`src/rtl/tl_pkg.sv`:
```
// Shared types and constants for the traffic light sequencer: state encoding,
// one-hot light codes and default interval durations.
package tl_pkg;

   typedef enum logic [2:0] {
      MAIN_GRN = 3'd0,
      MAIN_EXT = 3'd1,
      MAIN_YEL = 3'd2,
      WALK     = 3'd3,
      SIDE_GRN = 3'd4,
      SIDE_EXT = 3'd5,
      SIDE_YEL = 3'd6
   } tl_state_e;

   localparam logic [2:0] LT_RED = 3'b100;
   localparam logic [2:0] LT_YEL = 3'b010;
   localparam logic [2:0] LT_GRN = 3'b001;

   localparam int T_BASE_DEF  = 6;
   localparam int T_EXT_DEF   = 3;
   localparam int T_YEL_DEF   = 2;
   localparam int T_FLASH_DEF = 2;
   localparam int CNT_W_DEF   = 4;

   function automatic logic [2:0] main_lights(tl_state_e s);
      case (s)
         MAIN_GRN, MAIN_EXT: main_lights = LT_GRN;
         MAIN_YEL:           main_lights = LT_YEL;
         default:            main_lights = LT_RED;
      endcase
   endfunction

   function automatic logic [2:0] side_lights(tl_state_e s);
      case (s)
         SIDE_GRN, SIDE_EXT: side_lights = LT_GRN;
         SIDE_YEL:           side_lights = LT_YEL;
         default:            side_lights = LT_RED;
      endcase
   endfunction

endpackage

```
`src/rtl/traffic_light_fsm_if.sv`:
```
// Signal bundle between the traffic light sequencer (slave) and its
// environment: timebase, walk latch, car sensor and all lamp outputs.
interface traffic_light_fsm_if;

   logic       tick;
   logic       walkRegister_status;
   logic       sensor;
   logic       walkRegister_reset;
   logic [2:0] main_light;
   logic [2:0] side_light;
   logic       walk_lamp;
   logic [2:0] state_o;

   modport master (
      output tick, walkRegister_status, sensor,
      input  walkRegister_reset, main_light, side_light, walk_lamp, state_o
   );

   modport slave (
      input  tick, walkRegister_status, sensor,
      output walkRegister_reset, main_light, side_light, walk_lamp, state_o
   );

endinterface

```
`src/rtl/tl_interval_timer.sv`:
```
// Down-counting interval timer: loads a duration on state entry, decrements on
// tick and flags expiry on the tick that finds the count at 1.
module tl_interval_timer
   import tl_pkg::*;
#(
   parameter int CNT_W   = CNT_W_DEF,
   parameter int RST_VAL = T_BASE_DEF
) (
   input  logic             clk,
   input  logic             sys_reset_n,
   input  logic             load,
   input  logic [CNT_W-1:0] load_val,
   input  logic             tick,
   output logic             expire,
   output logic [CNT_W-1:0] cnt_o
);

   logic [CNT_W-1:0] cnt_q, cnt_d;

   assign expire = tick && (cnt_q == CNT_W'(1));
   assign cnt_o  = cnt_q;

   // NOTE: combinational next-state uses blocking '=' with a default first so
   // no latch is inferred; the register below uses non-blocking '<=' only.
   always_comb begin
      cnt_d = cnt_q;
      if (load)
         cnt_d = load_val;
      else if (tick)
         cnt_d = cnt_q - CNT_W'(1);
   end

   // NOTE: reset is synchronous, so it lives inside the clocked branch rather
   // than in the sensitivity list.
   always_ff @(posedge clk) begin
      if (!sys_reset_n)
         cnt_q <= CNT_W'(RST_VAL);
      else
         cnt_q <= cnt_d;
   end

endmodule

```
`src/rtl/traffic_light_fsm.sv`:
```
// Main/side-street light sequencer with optional pedestrian walk phase.
// Define TL_WALK_FLASH_EN to flash the walk lamp during the last T_FLASH ticks.
module traffic_light_fsm
   import tl_pkg::*;
#(
   parameter int T_BASE  = T_BASE_DEF,
   parameter int T_EXT   = T_EXT_DEF,
   parameter int T_YEL   = T_YEL_DEF,
   parameter int T_FLASH = T_FLASH_DEF,
   parameter int CNT_W   = CNT_W_DEF
) (
   input  logic               clk,
   input  logic               sys_reset_n,
   traffic_light_fsm_if.slave bus
);

   localparam int CNT_MAX = (1 << CNT_W) - 1;

   if (T_BASE < 1 || T_BASE > CNT_MAX || T_EXT < 1 || T_EXT > CNT_MAX ||
       T_YEL < 1 || T_YEL > CNT_MAX || T_FLASH < 1 || T_FLASH > CNT_MAX) begin : g_bad_param
      $error("traffic_light_fsm: duration parameter outside 1..2^CNT_W-1");
   end

   tl_state_e        state_q, nxt;
   logic [2:0]       main_q, side_q;
   logic             walk_rst_q;
   logic             expire;
   logic [CNT_W-1:0] cnt;

   function automatic logic [CNT_W-1:0] dur_of(tl_state_e s);
      case (s)
         MAIN_EXT, SIDE_EXT, WALK: dur_of = CNT_W'(T_EXT);
         MAIN_YEL, SIDE_YEL:       dur_of = CNT_W'(T_YEL);
         default:                  dur_of = CNT_W'(T_BASE);
      endcase
   endfunction

   // Inputs only matter in the expiry cycle; the successor is chosen here.
   always_comb begin
      nxt = state_q;
      case (state_q)
         MAIN_GRN: nxt = bus.sensor ? MAIN_EXT : MAIN_YEL;
         MAIN_EXT: nxt = MAIN_YEL;
         MAIN_YEL: nxt = bus.walkRegister_status ? WALK : SIDE_GRN;
         WALK:     nxt = SIDE_GRN;
         SIDE_GRN: nxt = bus.sensor ? SIDE_EXT : SIDE_YEL;
         SIDE_EXT: nxt = SIDE_YEL;
         SIDE_YEL: nxt = MAIN_GRN;
         default:  nxt = MAIN_GRN;
      endcase
   end

   tl_interval_timer #(
      .CNT_W   (CNT_W),
      .RST_VAL (T_BASE)
   ) u_timer (
      .clk         (clk),
      .sys_reset_n (sys_reset_n),
      .load        (expire),
      .load_val    (dur_of(nxt)),
      .tick        (bus.tick),
      .expire      (expire),
      .cnt_o       (cnt)
   );

   // Lights are registered from the successor state so they change together
   // with state_q and never see an input combinationally.
   always_ff @(posedge clk) begin
      if (!sys_reset_n) begin
         state_q    <= MAIN_GRN;
         main_q     <= LT_GRN;
         side_q     <= LT_RED;
         walk_rst_q <= 1'b0;
      end else begin
         walk_rst_q <= 1'b0;
         if (expire) begin
            state_q    <= nxt;
            main_q     <= main_lights(nxt);
            side_q     <= side_lights(nxt);
            walk_rst_q <= (nxt == WALK);
         end
      end
   end

   assign bus.main_light         = main_q;
   assign bus.side_light         = side_q;
   assign bus.walkRegister_reset = walk_rst_q;
   assign bus.state_o            = state_q;

`ifdef TL_WALK_FLASH_EN
   assign bus.walk_lamp = (state_q == WALK) && ((cnt > CNT_W'(T_FLASH)) || cnt[0]);
`else
   logic cnt_unused;
   assign cnt_unused    = ^cnt;
   assign bus.walk_lamp = (state_q == WALK);
`endif

endmodule

```
`src/flat_wrapper.sv`:
```
// flat-port wrapper written by rule: the top's interface ports become plain ports
module traffic_light_fsm_flat import tl_pkg::*;
#(
   parameter int T_BASE  = T_BASE_DEF,
   parameter int T_EXT   = T_EXT_DEF,
   parameter int T_YEL   = T_YEL_DEF,
   parameter int T_FLASH = T_FLASH_DEF,
   parameter int CNT_W   = CNT_W_DEF
)
  (clk, sys_reset_n, bus_tick, bus_walkRegister_status, bus_sensor, bus_walkRegister_reset, bus_main_light, bus_side_light, bus_walk_lamp, bus_state_o);
  traffic_light_fsm_if bus_i ();
  input  logic clk;
  input  logic sys_reset_n;
  input wire logic [$bits(bus_i.tick)-1:0] bus_tick;
  input wire logic [$bits(bus_i.walkRegister_status)-1:0] bus_walkRegister_status;
  input wire logic [$bits(bus_i.sensor)-1:0] bus_sensor;
  output wire logic [$bits(bus_i.walkRegister_reset)-1:0] bus_walkRegister_reset;
  output wire logic [$bits(bus_i.main_light)-1:0] bus_main_light;
  output wire logic [$bits(bus_i.side_light)-1:0] bus_side_light;
  output wire logic [$bits(bus_i.walk_lamp)-1:0] bus_walk_lamp;
  output wire logic [$bits(bus_i.state_o)-1:0] bus_state_o;
  assign bus_i.tick = bus_tick;
  assign bus_i.walkRegister_status = bus_walkRegister_status;
  assign bus_i.sensor = bus_sensor;
  assign bus_walkRegister_reset = bus_i.walkRegister_reset;
  assign bus_main_light = bus_i.main_light;
  assign bus_side_light = bus_i.side_light;
  assign bus_walk_lamp = bus_i.walk_lamp;
  assign bus_state_o = bus_i.state_o;
  traffic_light_fsm #(.T_BASE(T_BASE), .T_EXT(T_EXT), .T_YEL(T_YEL), .T_FLASH(T_FLASH), .CNT_W(CNT_W)) u_core (.clk(clk), .sys_reset_n(sys_reset_n), .bus(bus_i));
endmodule
```
`config.mk`:
```
export PLATFORM = sky130hd
export DESIGN_NAME = traffic_light_fsm_flat
export DESIGN_NICKNAME = d
export VERILOG_FILES = /design/src/rtl/tl_pkg.sv /design/src/rtl/traffic_light_fsm_if.sv /design/src/rtl/tl_interval_timer.sv /design/src/rtl/traffic_light_fsm.sv /design/src/flat_wrapper.sv
export SDC_FILE = /design/constraint.sdc
export NUM_CORES = 1
export LEC_CHECK = 0
export ABC_AREA = 0
export BUFFER_PORTS_ARGS = -buffer_cell sky130_fd_sc_hd__buf_2
export CORE_MARGIN = 2
export CORE_UTILIZATION = 35
export DETAILED_ROUTE_END_ITERATION = 10
export SYNTH_ARGS = -nofsm -noshare
export SYNTH_HDL_FRONTEND = slang
export SYNTH_SLANG_ARGS = --single-unit
```
`constraint.sdc`:
```
create_clock -name clk -period 4.1 [get_ports clk]
set_input_delay 1.23 -clock clk [delete_from_list [all_inputs] [get_ports clk]]
set_output_delay 1.23 -clock clk [all_outputs]
set_load 0.05 [all_outputs]
```
==> out/metrics.csv <==
stage;metric;value;unit
clock_tree;cts.sink_count;14;
worst_setup_path;timing.reg2reg.worst_path_depth;4;
power;p_leak;0.000351;µW
power;combinational_power_share;0.084;
clock_tree;clock_tree_from_tritoncts;built;
sta;post-route-worst-setup-slack;1.33;ns
routing;drcViolationCount;0;
yosys;synth-seq-cells;14;
power;power.share.switching;0.227;
routing;dr.first_iter.drc_count;9;
worst_setup_path;worst_path_largest_cell_delay;0.50;ns
worst_setup_path;cp_data_required_time;2.87;ns
run_status;status;finished clean;
worst_setup_path;crit_type;flip-flop to output pin;
worst_setup_path;critical_path.slowest_cell;sky130_fd_sc_hd__dfxtp_1;
clock_tree;cts_hold_repair.buffers;0;
global_route;grt_usage;0.127;
routing;ant_nets;0;
worst_setup_path;timing.critical_path.arrival;1.54;ns
yosys;yosys_warnings;0;
routing;detailroute.via_count;584;
sta;max_clk_rate;361;MHz
clock_tree;cts.path.max_buffers;2;
routing;drt_pass1_iterations;4;
min_path;worstHoldPathType;flip-flop to flip-flop;
yosys;netlist_area;704;µm²
worst_setup_path;cp.buffers_inverters;1;
clock_tree;post_cts_resized;0;
global_route;antenna_found_initial;0;
power;internal-power;203;µW
floorplan;die_width;48.9;µm
worst_setup_path;timing.critical_path.cells;nor2b_1 > and2_1 > buf_2;
routing;detail_route.wirelength;1320;µm
clock_tree;path_clk_slew;0.08;ns
finish;final_layout_size_suffix_gt1_frac;0.234;
placement;dp_hpwl;965;µm
clock_tree;clock_tree.root_cell;sky130_fd_sc_hd__clkbuf_4;
sta;finalMaxSlewViolations;0;
worst_setup_path;setup_crit_start_kind;flip-flop;
finish;final_core_utilization;0.430;
finish;insertedDiodeCount;0;
sta;worst_clock_skew;0.00614;ns
sta;worst_pin_slew;0.329;ns
floorplan;design.portCount;16;
yosys;synthesis.instances;80;
power;power.ir.vdd_worst;117;µV
global_route;grt_first_pass_wirelength;2390;µm
routing;avgViaCountPerCell;4.83;
power;power.density_cell_area;318;nW/µm²
job;max_cap_violations;0;
clock_tree;clock_insertion_delay_worst_skew;0.28;ns
sta;setup_repair_after_global_routing_missed_its_margin;no;
clock_tree;cts.repair_timing.setup_buffer_count;0;
finish;layout.area.seq;280;µm²
yosys;synth_area_per_cell;8.81;µm²
sta;setup_viol;0;
sta;period_minus_slack;2.77;ns
global_route;vias_in_the_first_global_route;545;
worst_setup_path;cell_family_with_the_largest_share_of_critical_path_delay;simple AND/OR/NAND/NOR gates;
power;power_consumption;262;µW
power;net-switching-power;59.4;µW
finish;n_fill_cell;214;
global_route;grt-ovfl-total;0;
finish;area.growth.synth_to_final;17.2;%
floorplan;initial_utilization;0.367;
yosys;net_count_after_synthesis;87;
sta;totalNegativeSetupSlack;0;ns
min_path;hold_path_cell_cnt;2;
floorplan;dieArea;2390;µm²
power;p_clk_frac;0.373;
clock_tree;cts_made_buffers;3;
worst_setup_path;worst-path-max-fanout;11;
floorplan;dieHeight;48.9;µm
sta;period_share;0.676;
worst_setup_path;setup.worst_path.end_class;output pin;
global_route;largest_net_degree_at_the_start_of_global_routing;17;
placement;place.gp.congestion;0.711;
sta;final_hold_viol_count;0;
sta;whs;0.453;ns
finish;multi_input_comb_area;393;µm²
finish;net_count_final;102;
power;seq_pwr_share;0.543;
clock_tree;clock_tree.htree_level_count;1;
yosys;synth_cell_type_count;31;
routing;post_drt_wl_per_cell;10.9;µm
floorplan;floorplan.core_area;1920;µm²
worst_setup_path;cell_depth_of_the_worst_setup_path;3;
placement;place.port_buffers;15;
floorplan;num_rows;16;
yosys;synth.yosys.seq_area_share;0.398;
placement;dp_slack;1.62;ns
sta;slew_headroom;0.778;
==> layout make-up <==
type                    count  share of cell area
repair buffers             15              0.0909
flip-flops and latches     14               0.339
well taps                  27              0.0409
inverters                   2             0.00909
clock buffers               4              0.0439
multi-input cells          59               0.476
==> stage by stage <==
stage	cell area, µm²	cells
final	826	121
after CTS	826	121
after global routing	826	121
after global placement	790	117
after detailed placement	790	117
after floorplan	704	80
==> final timing paths <==
path	start	slack (ns)	end
min reg2reg	u_core.bus.main_light[1]$_SDFFE_PN0P_	0.45	u_core.bus.main_light[1]$_SDFFE_PN0P_
max	u_core.bus.state_o[1]$_SDFFE_PN0P_	1.33	bus_walk_lamp
max reg2reg	u_core.u_timer.cnt_o[0]$_SDFFE_PN0P_	2.46	u_core.bus.main_light[1]$_SDFFE_PN0P_
min	u_core.bus.main_light[1]$_SDFFE_PN0P_	0.45	u_core.bus.main_light[1]$_SDFFE_PN0P_
==> cell usage after synthesis <==
cell type	count	area share
sky130_fd_sc_hd__nor2b_1	5	0.044
sky130_fd_sc_hd__or3b_2	1	0.012
sky130_fd_sc_hd__buf_2	4	0.028
sky130_fd_sc_hd__a211oi_1	1	0.011
sky130_fd_sc_hd__nor2_1	3	0.016
sky130_fd_sc_hd__nor4b_1	1	0.012
sky130_fd_sc_hd__and4bb_2	1	0.018
sky130_fd_sc_hd__a2bb2oi_1	1	0.012
sky130_fd_sc_hd__nor3_1	4	0.028
sky130_fd_sc_hd__mux2i_1	2	0.028
sky130_fd_sc_hd__nand3_1	5	0.036
sky130_fd_sc_hd__o21ai_0	5	0.036
sky130_fd_sc_hd__nor3b_1	1	0.011
sky130_fd_sc_hd__nand4bb_4	1	0.039
sky130_fd_sc_hd__a21oi_1	1	0.0071
sky130_fd_sc_hd__ha_1	2	0.036
sky130_fd_sc_hd__nand2_1	9	0.048
sky130_fd_sc_hd__a31oi_1	1	0.0089
sky130_fd_sc_hd__nand2b_1	2	0.018
sky130_fd_sc_hd__a21boi_0	3	0.032
sky130_fd_sc_hd__clkbuf_1	1	0.0053
sky130_fd_sc_hd__a21boi_1	1	0.011
sky130_fd_sc_hd__a221oi_1	1	0.012
sky130_fd_sc_hd__o31ai_1	1	0.011
sky130_fd_sc_hd__nand4_1	1	0.0089
sky130_fd_sc_hd__inv_1	2	0.011
sky130_fd_sc_hd__or4_1	2	0.021
sky130_fd_sc_hd__dfxtp_1	14	0.40
sky130_fd_sc_hd__nand3b_1	2	0.021
sky130_fd_sc_hd__and2_1	1	0.0089
sky130_fd_sc_hd__o21a_1	1	0.011
==> power by group through the flow <==
stage | clock network (µW) | registers (µW) | logic [µW]
floorplan | 0 | 146 | 15.9
global placement | 0 | 146 | 21.8
detailed placement | 0 | 146 | 22.0
CTS | 103 | 142 | 22.2
global route | 108 | 143 | 25.3
finish | 97.9 | 142 | 22.0
==> placed cells by master (no fill, tap or decap), drive strengths merged <==
cell type  instances
nand3b             2
inv                2
clkbuf             4
dfxtp             14
and2               1
nand2              9
mux2i              2
o31ai              1
a21boi             4
nand4              1
nor2               3
o21ai              5
nor4b              1
a221oi             1
o21a               1
nand4bb            1
ha                 2
a2bb2oi            1
or3b               1
buf               15
nor3               4
nor3b              1
or4                2
nand2b             2
a31oi              1
a211oi             1
nor2b              5
a21oi              1
nand3              5
and4bb             1
==> state kept, by name, summed over array words and instances (netlist names) <==
signal and cells:
u_core.bus.state_o 3, u_core.u_timer.cnt_o 4, u_core.bus.walkRegister_reset 1, u_core.bus.main_light 3, u_core.bus.side_light 3
==> routing by layer <==
layer,up-vias,wire [µm],global-route usage
met5,-,0,0
met4,0,20,0.0714
met3,2,47,0.0245
met2,9,592,0.189
met1,259,662,0.171
li1,314,-,-
==> tightest hold or removal path: cells and delay by family, from the launching register on <==
family / cells / cell delay [ns]
flip-flops: 1 / 0.31
AND/OR/NAND/NOR: 1 / 0.05
AO/OA/AOI/OAI: 1 / 0.05
==> cell families (layout without fill, tap and decap cells) <==
| family | count (synthesis) | after routing | share of synthesized area |
|---|---|---|---|
| flops | 14 | 14 | 0.398 |
| buf+inv | 7 | 21 | 0.0444 |
| mux | 2 | 2 | 0.0284 |
| fa+ha+maj | 2 | 2 | 0.0355 |
| simple gates | 39 | 39 | 0.343 |
| compound gates | 16 | 16 | 0.151 |
Power figures use the tool's default switching activity.
